## src/rtl/mem_wb_pipe.sv

```systemverilog
// mem_wb_pipe: one-entry MEM/WB pipeline register that waits for the LSU
// response of a memory instruction, extends load data and holds the result
// until writeback consumes it.
// Optional feature macro: MEM_WB_FWD_EN adds fwd_valid/fwd_rd/fwd_data
// forwarding outputs driven from the held entry.
module mem_wb_pipe #(
    parameter int unsigned XLEN = 64,
    parameter int unsigned PC_W = 32
) (
    input  logic            clk,
    input  logic            rst,
    input  logic            flush,
    input  logic            in_valid,
    output logic            in_ready,
    input  logic [PC_W-1:0] in_pc,
    input  logic [4:0]      in_rd,
    input  logic            in_rd_w_en,
    input  logic            in_mem_req,
    input  logic            in_is_load,
    input  logic [2:0]      in_ld_size,
    input  logic [2:0]      in_addr_lo,
    input  logic [XLEN-1:0] in_exu_result,
    input  logic            lsu_resp_valid,
    input  logic [XLEN-1:0] lsu_resp_data,
    output logic            lsu_resp_ready,
    output logic            out_valid,
    input  logic            out_ready,
    output logic [PC_W-1:0] out_pc,
    output logic [4:0]      out_rd,
    output logic            out_rd_w_en,
    output logic [XLEN-1:0] out_x_rd
`ifdef MEM_WB_FWD_EN
    ,
    output logic            fwd_valid,
    output logic [4:0]      fwd_rd,
    output logic [XLEN-1:0] fwd_data
`endif
);

    typedef enum logic [1:0] {
        S_EMPTY = 2'd0,
        S_WAIT  = 2'd1,
        S_FULL  = 2'd2,
        S_DRAIN = 2'd3
    } state_t;

    state_t          state_q;
    state_t          state_d;
    logic            accept;
    logic            resp_take;
    logic            rd_w_en_q;
    logic            is_load_q;
    logic [2:0]      ld_size_q;
    logic [2:0]      addr_lo_q;
    logic [63:0]     resp_shift;
    logic [63:0]     ld_ext64;
    logic [XLEN-1:0] ld_ext;

    // Handshake outputs decoded from the registered state
    assign in_ready       = (state_q == S_EMPTY) | ((state_q == S_FULL) & out_ready);
    assign lsu_resp_ready = (state_q == S_WAIT) | (state_q == S_DRAIN);
    assign out_valid      = (state_q == S_FULL);
    assign out_rd_w_en    = out_valid & rd_w_en_q;

    // State register
    always_ff @(posedge clk or posedge rst) begin
        if (rst) begin
            state_q <= S_EMPTY;
        end else begin
            state_q <= state_d;
        end
    end

    // Next-state logic; flush wins over acceptance and response
    always_comb begin
        state_d   = state_q;
        accept    = 1'b0;
        resp_take = 1'b0;
        case (state_q)
            S_EMPTY: begin
                if (!flush && in_valid) begin
                    accept  = 1'b1;
                    state_d = in_mem_req ? S_WAIT : S_FULL;
                end
            end
            S_WAIT: begin
                if (flush) begin
                    state_d = lsu_resp_valid ? S_EMPTY : S_DRAIN;
                end else if (lsu_resp_valid) begin
                    resp_take = 1'b1;
                    state_d   = S_FULL;
                end
            end
            S_FULL: begin
                if (flush) begin
                    state_d = S_EMPTY;
                end else if (out_ready) begin
                    if (in_valid) begin
                        accept  = 1'b1;
                        state_d = in_mem_req ? S_WAIT : S_FULL;
                    end else begin
                        state_d = S_EMPTY;
                    end
                end
            end
            S_DRAIN: begin
                if (lsu_resp_valid) begin
                    state_d = S_EMPTY;
                end
            end
            default: state_d = S_EMPTY;
        endcase
    end

    // Load alignment and extension; truncation to XLEN=32 makes LD/LWU act as LW
    always_comb begin
        resp_shift = 64'(lsu_resp_data) >> {addr_lo_q, 3'b000};
        ld_ext64   = 64'd0;
        case (ld_size_q)
            3'd0: ld_ext64 = {{56{resp_shift[7]}}, resp_shift[7:0]};
            3'd1: ld_ext64 = {{48{resp_shift[15]}}, resp_shift[15:0]};
            3'd2: ld_ext64 = {{32{resp_shift[31]}}, resp_shift[31:0]};
            3'd3: ld_ext64 = resp_shift;
            3'd4: ld_ext64 = {56'd0, resp_shift[7:0]};
            3'd5: ld_ext64 = {48'd0, resp_shift[15:0]};
            3'd6: ld_ext64 = {32'd0, resp_shift[31:0]};
            default: ld_ext64 = 64'd0;
        endcase
        ld_ext = XLEN'(ld_ext64);
    end

    // Entry payload: captured on acceptance, result replaced by load data on response
    always_ff @(posedge clk or posedge rst) begin
        if (rst) begin
            out_pc    <= '0;
            out_rd    <= '0;
            rd_w_en_q <= 1'b0;
            is_load_q <= 1'b0;
            ld_size_q <= '0;
            addr_lo_q <= '0;
            out_x_rd  <= '0;
        end else if (accept) begin
            out_pc    <= in_pc;
            out_rd    <= in_rd;
            rd_w_en_q <= in_rd_w_en;
            is_load_q <= in_is_load;
            ld_size_q <= in_ld_size;
            addr_lo_q <= in_addr_lo;
            out_x_rd  <= in_exu_result;
        end else if (resp_take && is_load_q) begin
            out_x_rd  <= ld_ext;
        end
    end

`ifdef MEM_WB_FWD_EN
    // Forwarding view of a held entry that will write a nonzero register
    assign fwd_valid = out_rd_w_en & (out_rd != 5'd0);
    assign fwd_rd    = fwd_valid ? out_rd : 5'd0;
    assign fwd_data  = fwd_valid ? out_x_rd : '0;
`endif

endmodule

```

## config.mk

```make
export PLATFORM = sky130hd
export DESIGN_NAME = mem_wb_pipe
export DESIGN_NICKNAME = d
export VERILOG_FILES = /design/src/rtl/mem_wb_pipe.sv
export SDC_FILE = /design/constraint.sdc
export NUM_CORES = 1
export LEC_CHECK = 0
export CELL_PAD_IN_SITES_DETAIL_PLACEMENT = 1
export CELL_PAD_IN_SITES_GLOBAL_PLACEMENT = 2
export CORE_ASPECT_RATIO = 0.9
export CORE_MARGIN = 2
export CORE_UTILIZATION = 23
export DETAILED_ROUTE_END_ITERATION = 8
export MAX_ROUTING_LAYER = met4
export PLACE_DENSITY_LB_ADDON = 0.1
export SYNTH_ARGS = -nofsm -noshare
export SYNTH_HDL_FRONTEND = slang
export SYNTH_SLANG_ARGS = --single-unit
```

## constraint.sdc

```tcl
create_clock -name clk -period 3.8 [get_ports clk]
set_clock_uncertainty 0.2 [all_clocks]
set_input_delay 0.76 -clock clk [delete_from_list [all_inputs] [get_ports clk]]
set_output_delay 0.76 -clock clk [all_outputs]
set_load 0.02 [all_outputs]
```

; ---- Yosys cells after proc, flatten, opt, wreduce, memory -nomap -nowiden
; Cells that the tools add are included.
[word_totals]
regBits = 111
latchBits = 0
ram_bits = 0
mem_bits_ro = 0
input_bits = 180
out_inout_bits = 105
wordCells = 54
memories = 0
[classes]
n_addsub = 0
multipliers = 0
div = 0
order_cmp = 0
eq_ne = 13
shifts = 1
n_mux = 21
n_bitwise = 4
n_reduce_logical = 7
[ops]
columns = op, n
row1 = $pmux 64 s7, 1
row2 = $mux 64, 2
row3 = $shr 64x6->64, 1
row4 = $mux 2, 9
row5 = $eq 3x3->1 const B, 3
row6 = $pmux 2 s4, 1
row7 = $mux 1, 7
row8 = $eq 3x2->1 const B, 2
row9 = $eq 2x2->1 const B, 2
row10 = $reduce_and 4->1, 1
row11 = $eq 3x1->1 const B, 1
row12 = $logic_not 3->1, 1
row13 = $ne 3x2->1 const B, 1
row14 = $ne 3x3->1 const B, 1
row15 = $and 1x1->1, 2
row16 = $eq 2x1->1 const B, 1
row17 = $logic_and 1x1->1, 2
row18 = $logic_not 2->1, 1
row19 = $ne 2x1->1 const B, 1
row20 = $ne 2x2->1 const B, 1
row21 = $or 1x1->1, 2
row22 = $pmux 1 s2, 1
row23 = $reduce_bool 2->1, 1
row24 = $logic_not 1->1, 1

; ---- Depth between registers and ports, before layout
; Gate-level depths: netlist (run 1).
[logic_depth]
depth_word = 6
mapped_depth = 8
ltp_nobuf = 5

; ---- Worst setup path before layout (run 1)
; Ideal clock, no wire load.
[synth_timing]
path_type = in2reg
startpoint = in lsu_resp_data[63]
endpoint = reg out_x_rd[48]
setup_time_ps = 136
arrival_ps = 2066
required_time_ps = 3464
slack_ps = 1398
cell_stages = 6
path_buffers = 1
path_cell_list = mux4_2 -> a22oi_2 -> o221ai_2 -> a22oi_4 -> buf_6 -> o211ai_1
[synth_between]
elab_chain_cells = 4
[synth_rtl]
columns = element, line_no
row1 = start: declaration, 24  ; input logic [XLEN-1:0] lsu_resp_data,
row2 = $shr 64x6->64, 117  ; resp_shift = 64'(lsu_resp_data) >> {addr_lo_q, 3'b000};
row3 = $pmux 64 s7, 119  ; case (ld_size_q)
row4 = $mux 64, 150  ; end else if (resp_take && is_load_q) begin
row5 = $mux 64, 142  ; end else if (accept) begin
row6 = end signal: assignment, 149  ; out_x_rd <= in_exu_result;
row7 = end signal: assignment, 151  ; out_x_rd <= ld_ext;
row8 = end: declaration, 31  ; output logic [XLEN-1:0] out_x_rd
; Every way passes these cells. The select of a mux whose other input is x is not followed.
; A chain may end at the register's enable or synchronous reset.

; ---- Final worst setup path (run 1)
[layout_timing]
startpoint = in out_ready
endpoint = out in_ready
[layout_between]
elab_chain_cells = 2
[layout_rtl]
columns = element, line_no
row1 = start: declaration, 27  ; input logic out_ready,
row2 = $and 1x1->1, 60  ; assign in_ready = (state_q == S_EMPTY) | ((state_q == S_FULL) & out_ready);
row3 = $or 1x1->1, 60
row4 = end: declaration, 14  ; output logic in_ready,
; Every way passes these cells.

==> metrics, run 1 <==
Via Count 5920; Critical path destination in_ready; # resized after CTS 0; placed inst area 9560 um^2; gr ovfl total 0; Worst path depth 4; largest net degree at the start of global routing 63; layout cells sized above 1 0.141; crit path DAT 2030 ps; Final nets 998; Worst slew margin 0.453; Tcrit/Tclk final 0.786; cell breakdown of the critical path clkdlybuf4s50_1 > nor2b_1 > nor2_1 > clkdlybuf4s50_1; WS Path Type input pin to output pin; H-tree depth 3; Final Critical Period 2990 ps; unrepaired setup endpoints after global routing no; critical-path cell with the highest stage delay clkdlybuf4s50_1; biggest area consumer among synthesized cells dfrtp_1; Max FO, Critical Path 2; hold slack 309 ps; Reg power frac 0.296; Hold Crit Class register to register; initial antenna violation count 4; drt wl/cell 23.3 um; Power, Total 7.80 mW; Worst-path clk slew 80 ps; reg2reg start addr_lo_q[1]; switching fraction of total power 0.425; MaxCap Viol Count 0; CP required 2840 ps; CP bufs+invs 2; drt first pass iters 7; CTS Sinks 111; Sw Pwr 3.31 mW; TritonCTS Buffers 9; reg2reg path depth 5; TNS Setup 0 ps; number of nets still failing antenna checks after routing 0; post-DR vias/cell 5.01; Die Footprint 28900 um^2; I/O Buffers 284; initial cell density of the core 0.235; syn avg cell area 11.4 um^2; Site Rows 57; CP delay by family, top buffers and inverters; fillers 2930; clock share of power 0.132; cts hold-fix bufs 0; die width 179 um; Placer Congestion 0.835; worst r2r dst out_x_rd[12]; crit-path max cell delay 610 ps; Final Cell Area 9890 um^2; FMAX 335 MHz; clock latency at the later pin of the worst-skew pair 360 ps; dpl ws 477 ps; distinct cell type count after synthesis 43; crit path from out_ready; Leakage 4.02 nW; Synth Instances 558; Final Hold Fails 0; Startpoint Class input pin; Setup Fix Bufs, Post-CTS 0; Core Util, Final 0.366; Worst setup EP type output pin; CTS tree yes; vias in the first global route 6547; first-pass GRT wire length 41.0 mm; Area growth syn-to-layout 56.0%; Logic pwr share 0.573; synthesized flop and latch total 111; Yosys top cell area share 0.438; CTS Buffer Depth 2; Max Slew Vio Count 0; Yosys warnings 0; Cells after DPL 1161; chip height 162 um; CORE AREA 27000 um^2; maximum vdd drop 0.000263 V; # IOs 285; Cell Area, Synth 6340 um^2; internal power 4.49 mW; Final HPWL DP 21.3 mm; final worst slack 814 ps; Final Setup Violations 0; drt total wl 27.5 mm; number of synthesized flops with an enable pin 0; All-Layer GR Usage 0.195; Post-synth ARST share 1.00; most used cell, CP clkdlybuf4s50_1; Power Dens Cells 789 nW/um^2; sequential-to-total area share from yosys stat 0.438; Post-Syn Nets 738; fin cells 1181; top post-synthesis cells by area dfrtp_1, mux2i_1, mux2_2; clock root buffer master clkbuf_16; top_reg_cell synth dfrtp_1; Tightest Pin Transition 811 ps; hold path startpoint out_pc[1]; DRT iter0 DRCs 430; register-to-register setup slack 960 ps; result of the run finished, final reports clean; Post-route DRC 0
## worst min-delay path by stage
| stage | end | cells past startpoint | slack, ps |
|---|---|---|---|
| 2_1_floorplan | rd_w_en_q | 1 | 270 |
| 3_5_place_dp | out_pc[27] | 1 | 290 |
| 3_3_place_gp | rd_w_en_q | 1 | 280 |
| 4_1_cts | out_pc[27] | 1 | 310 |
| 5_1_grt | out_pc[10] | 1 | 330 |
| 6_report | out_pc[1] | 1 | 310 |
## cells in the mapped netlist (17+ instances only)
cell type and n:
dfrtp_1 111, mux4_2 21, mux2i_1 54, clkbuf_1 19
mux2_2 48, a211oi_1 17, a222oi_1 32, nand2_1 51
buf_2 20, o211ai_1 22, o21ai_0 21, a22oi_1 31
## cell families after synthesis
logic type,count (synthesis),synth area share
simple gates,106,0.0809
mux,123,0.245
buf+inv,64,0.0501
compound gates,154,0.186
flops,111,0.438
## power by group through the flow
| stage | clock network, mW | registers, mW | logic (mW) |
|---|---|---|---|
| global route | 1.12 | 2.42 | 4.78 |
| CTS | 1.08 | 2.32 | 4.52 |
| floorplan | 0 | 2.70 | 2.09 |
| detailed placement | 0 | 2.33 | 4.51 |
| global placement | 0 | 2.30 | 4.44 |
| finish | 1.03 | 2.31 | 4.47 |
## routing by layer
layer  vias up  GRT usage  share of wire
met2       236      0.294           0.45
met3        17     0.0504          0.075
li1       2693          -              -
met5         -          -              0
met4         0     0.0440          0.011
met1      2974      0.261           0.47
## registers in the layout (all words and copies together), names as in the netlist
name / flops
out_rd: 5
state_q: 2
is_load_q: 1
addr_lo_q: 3
rd_w_en_q: 1
ld_size_q: 3
out_x_rd: 64
out_pc: 32
## final cells by class
cell class / count / area (um^2) / area share
Tap cell: 354 / 443 / 0.0448
Multi-Input combinational cell: 383 / 3260 / 0.330
Sequential cell: 111 / 2780 / 0.281
Antenna cell: 4 / 10.0 / 0.00101
Clock buffer: 9 / 225 / 0.0228
Clock inverter: 7 / 93.8 / 0.00949
Timing Repair Buffer: 303 / 3040 / 0.307
Inverter: 10 / 41.3 / 0.00417
## worst reg2reg max path: cells and delay by family (launching register included)
family	cells	cell delay (ps)
AO/OA/AOI/OAI	2	860
flip-flops	1	770
multiplexers	2	390
buffers and inverters	1	540
## layout by cell type (no fill, tap or decap), types with 2 or more instances in the layout
cell type / netlist / final
clkbuf_16: 0 / 9
mux2i_1: 54 / 54
and3_1: 4 / 4
dfrtp_2: 0 / 2
a31oi_1: 7 / 7
clkdlybuf4s50_1: 0 / 284
buf_4: 6 / 15
dfrtp_1: 111 / 108
nand2_1: 51 / 51
o211ai_1: 22 / 22
a21oi_1: 8 / 8
nor2b_1: 15 / 15
a211oi_1: 17 / 17
o22ai_1: 7 / 7
a22oi_1: 31 / 31
nor3b_1: 2 / 2
o32ai_1: 2 / 2
nand2b_1: 4 / 4
clkinv_8: 0 / 2
and2_1: 3 / 3
nor2_1: 13 / 12
o21ai_0: 21 / 21
diode_2: 0 / 4
inv_1: 9 / 8
nand3_1: 5 / 5
buf_12: 0 / 4
a222oi_1: 32 / 32
mux2_2: 48 / 48
clkinv_4: 0 / 2
mux4_2: 21 / 21
No activity file was read; power rests on OpenSTA's default activity.
==> inputs of run 2 (changes only) <==
Clock period 3.8 ns to 2.7 ns, I/O delays scaled along.
==> metrics, run 2 (synthesized netlist as in run 1, its figures left out) <==
TritonCTS Buffers 9 (unchanged); WL met1 13.2 mm (+3.0%); unrepaired setup endpoints after global routing no; DRT iter0 DRCs 417 (-3.0%); H-tree depth 3 (unchanged); Final nets 1024 (+2.6%); chip height 162 um (unchanged); vias in the first global route 6588 (+0.63%); crit path DAT 1810 ps (-220 ps); CTS tree yes; Placer Congestion 0.853 (+2.1%); drt total wl 27.9 mm (+1.5%); CTS Buffer Depth 2 (unchanged); first-pass GRT wire length 41.8 mm (+2.1%); I/O Buffers 284 (unchanged); CTS Sinks 111 (unchanged); most frequent cells in the layout clkdlybuf4s50_1, dfrtp_1, mux2i_1; Max Slew Vio Count 0 (unchanged); Biggest register out_x_rd; Final Critical Period 2550 ps; # IOs 285 (unchanged); # resized after CTS 0 (unchanged); met2 WL 12.2 mm (-1.0%); initial antenna violation count 4 (unchanged); DR top layer met4; Worst-path clk slew 90 ps (about the same); Final HPWL DP 21.7 mm (+2.2%); Post-route DRC 0 (unchanged); Worst slew margin 0.509 (+0.0555); MaxCap Viol Count 0 (unchanged); Via Count 5998 (+1.3%); Worst setup EP type output pin; number of nets still failing antenna checks after routing 0 (unchanged); Power, Total 11.2 mW (+43%); hold slack 308 ps (-1.02 ps); die width 179 um (unchanged); cts hold-fix bufs 0 (unchanged); initial cell density of the core 0.235 (unchanged); register-to-register setup slack 310 ps (-650 ps); All-Layer GR Usage 0.199 (+0.00450); result of the run finished, final reports clean; CP required 1960 ps (-880 ps); Final Setup Violations 0 (unchanged); maximum vdd drop 0.000406 V (+55%); largest net degree at the start of global routing 57 (-9.5%); fin cells 1207 (+2.2%); layout cells sized above 1 0.168 (+0.0275); Setup Fix Bufs, Post-CTS 0 (unchanged); Leakage 4.17 nW (+3.8%); Hold Crit Class register to register; Final Hold Fails 0 (unchanged); Area growth syn-to-layout 60.2%; clock latency at the later pin of the worst-skew pair 360 ps (about the same); CORE AREA 27000 um^2 (unchanged); gr ovfl total 0 (unchanged); Die Footprint 28900 um^2 (unchanged); Tcrit/Tclk final 0.946; Tightest Pin Transition 734 ps (-77.4 ps); Cells after DPL 1187 (+2.2%); TNS Setup 0 ps (unchanged); FMAX 392 MHz; Power Dens Cells 1100 nW/um^2 (+39%); clock root buffer master clkbuf_16; WS Path Type register to output pin; drt first pass iters 5 (-2); Largest register FFs 64 (unchanged); most common cell after layout, fill and taps aside clkdlybuf4s50_1; Max FO, Critical Path 11 (+9); drt wl/cell 23.1 um (-0.67%); post-DR vias/cell 4.97 (-0.86%); biggest regs out_x_rd (64), out_pc (32), out_rd (5); DR WL met3 2.23 mm (+7.2%); Site Rows 57 (unchanged); Startpoint Class register
-- run 2: cell types whose count changed in the layout (fill, tap and decap cells not counted), sizes merged --
| cell | previous run | this run |
|---|---|---|
| clkinv | 6 | 4 |
| clkinvlp | 1 | 2 |
| inv | 9 | 10 |
| buf | 19 | 45 |
-- run 2: critical path: stages (launching register included) --
cell             delay [ps]
dfrtp_1                 490
nor2_1                  210
and2_1                  150
clkdlybuf4s50_1         600
-- run 2: path summary, 6_finish.rpt --
check / to / from / cells past startpoint
worst min register to register: out_pc[23] / out_pc[23] / 1
min in group asynchronous: out_pc[3] / rst / 2
worst max register to register: out_x_rd[56] / addr_lo_q[0] / 4
worst max-delay path: out_rd_w_en / state_q[0] / 3
max in group asynchronous: out_x_rd[38] / rst / 3
worst min-delay path: out_pc[23] / out_pc[23] / 1
-- run 2: stage by stage --
| stage | setup WS, ps | utilization | cell area (um^2) |
|---|---|---|---|
| floorplan | 518 | - | 6350 |
| global placement | -100 | 0.364 | 9850 |
| detailed placement | -160 | 0.364 | 9850 |
| CTS | 59.8 | 0.376 | 10200 |
| global route | 6.62 | 0.376 | 10200 |
| finish | 147 | 0.376 | 10200 |
-- run 2: layout make-up --
type | count | area, um^2
tap | 354 | 443
multi-input combinational | 383 | 3260
sequential | 111 | 2790
clock inverter | 7 | 80.1
clock buffer | 9 | 225
antenna | 4 | 10.0
timing repair buffer | 329 | 3320
fill | 2930 | 16900
inverter | 10 | 41.3
-- run 2: routing by layer --
metal	vias to the layer above	GRT usage
met1	2997	0.273
met2	232	0.295
met3	19	0.0530
met4	0	0.0414
met5	-	-
li1	2750	-
-- run 2: power by group --
part	total, mW	internal [mW]	switching [mW]
clock network	1.45	0.735	0.718
logic	6.61	3.27	3.35
registers	3.11	2.47	0.639
total	11.2	6.47	4.71
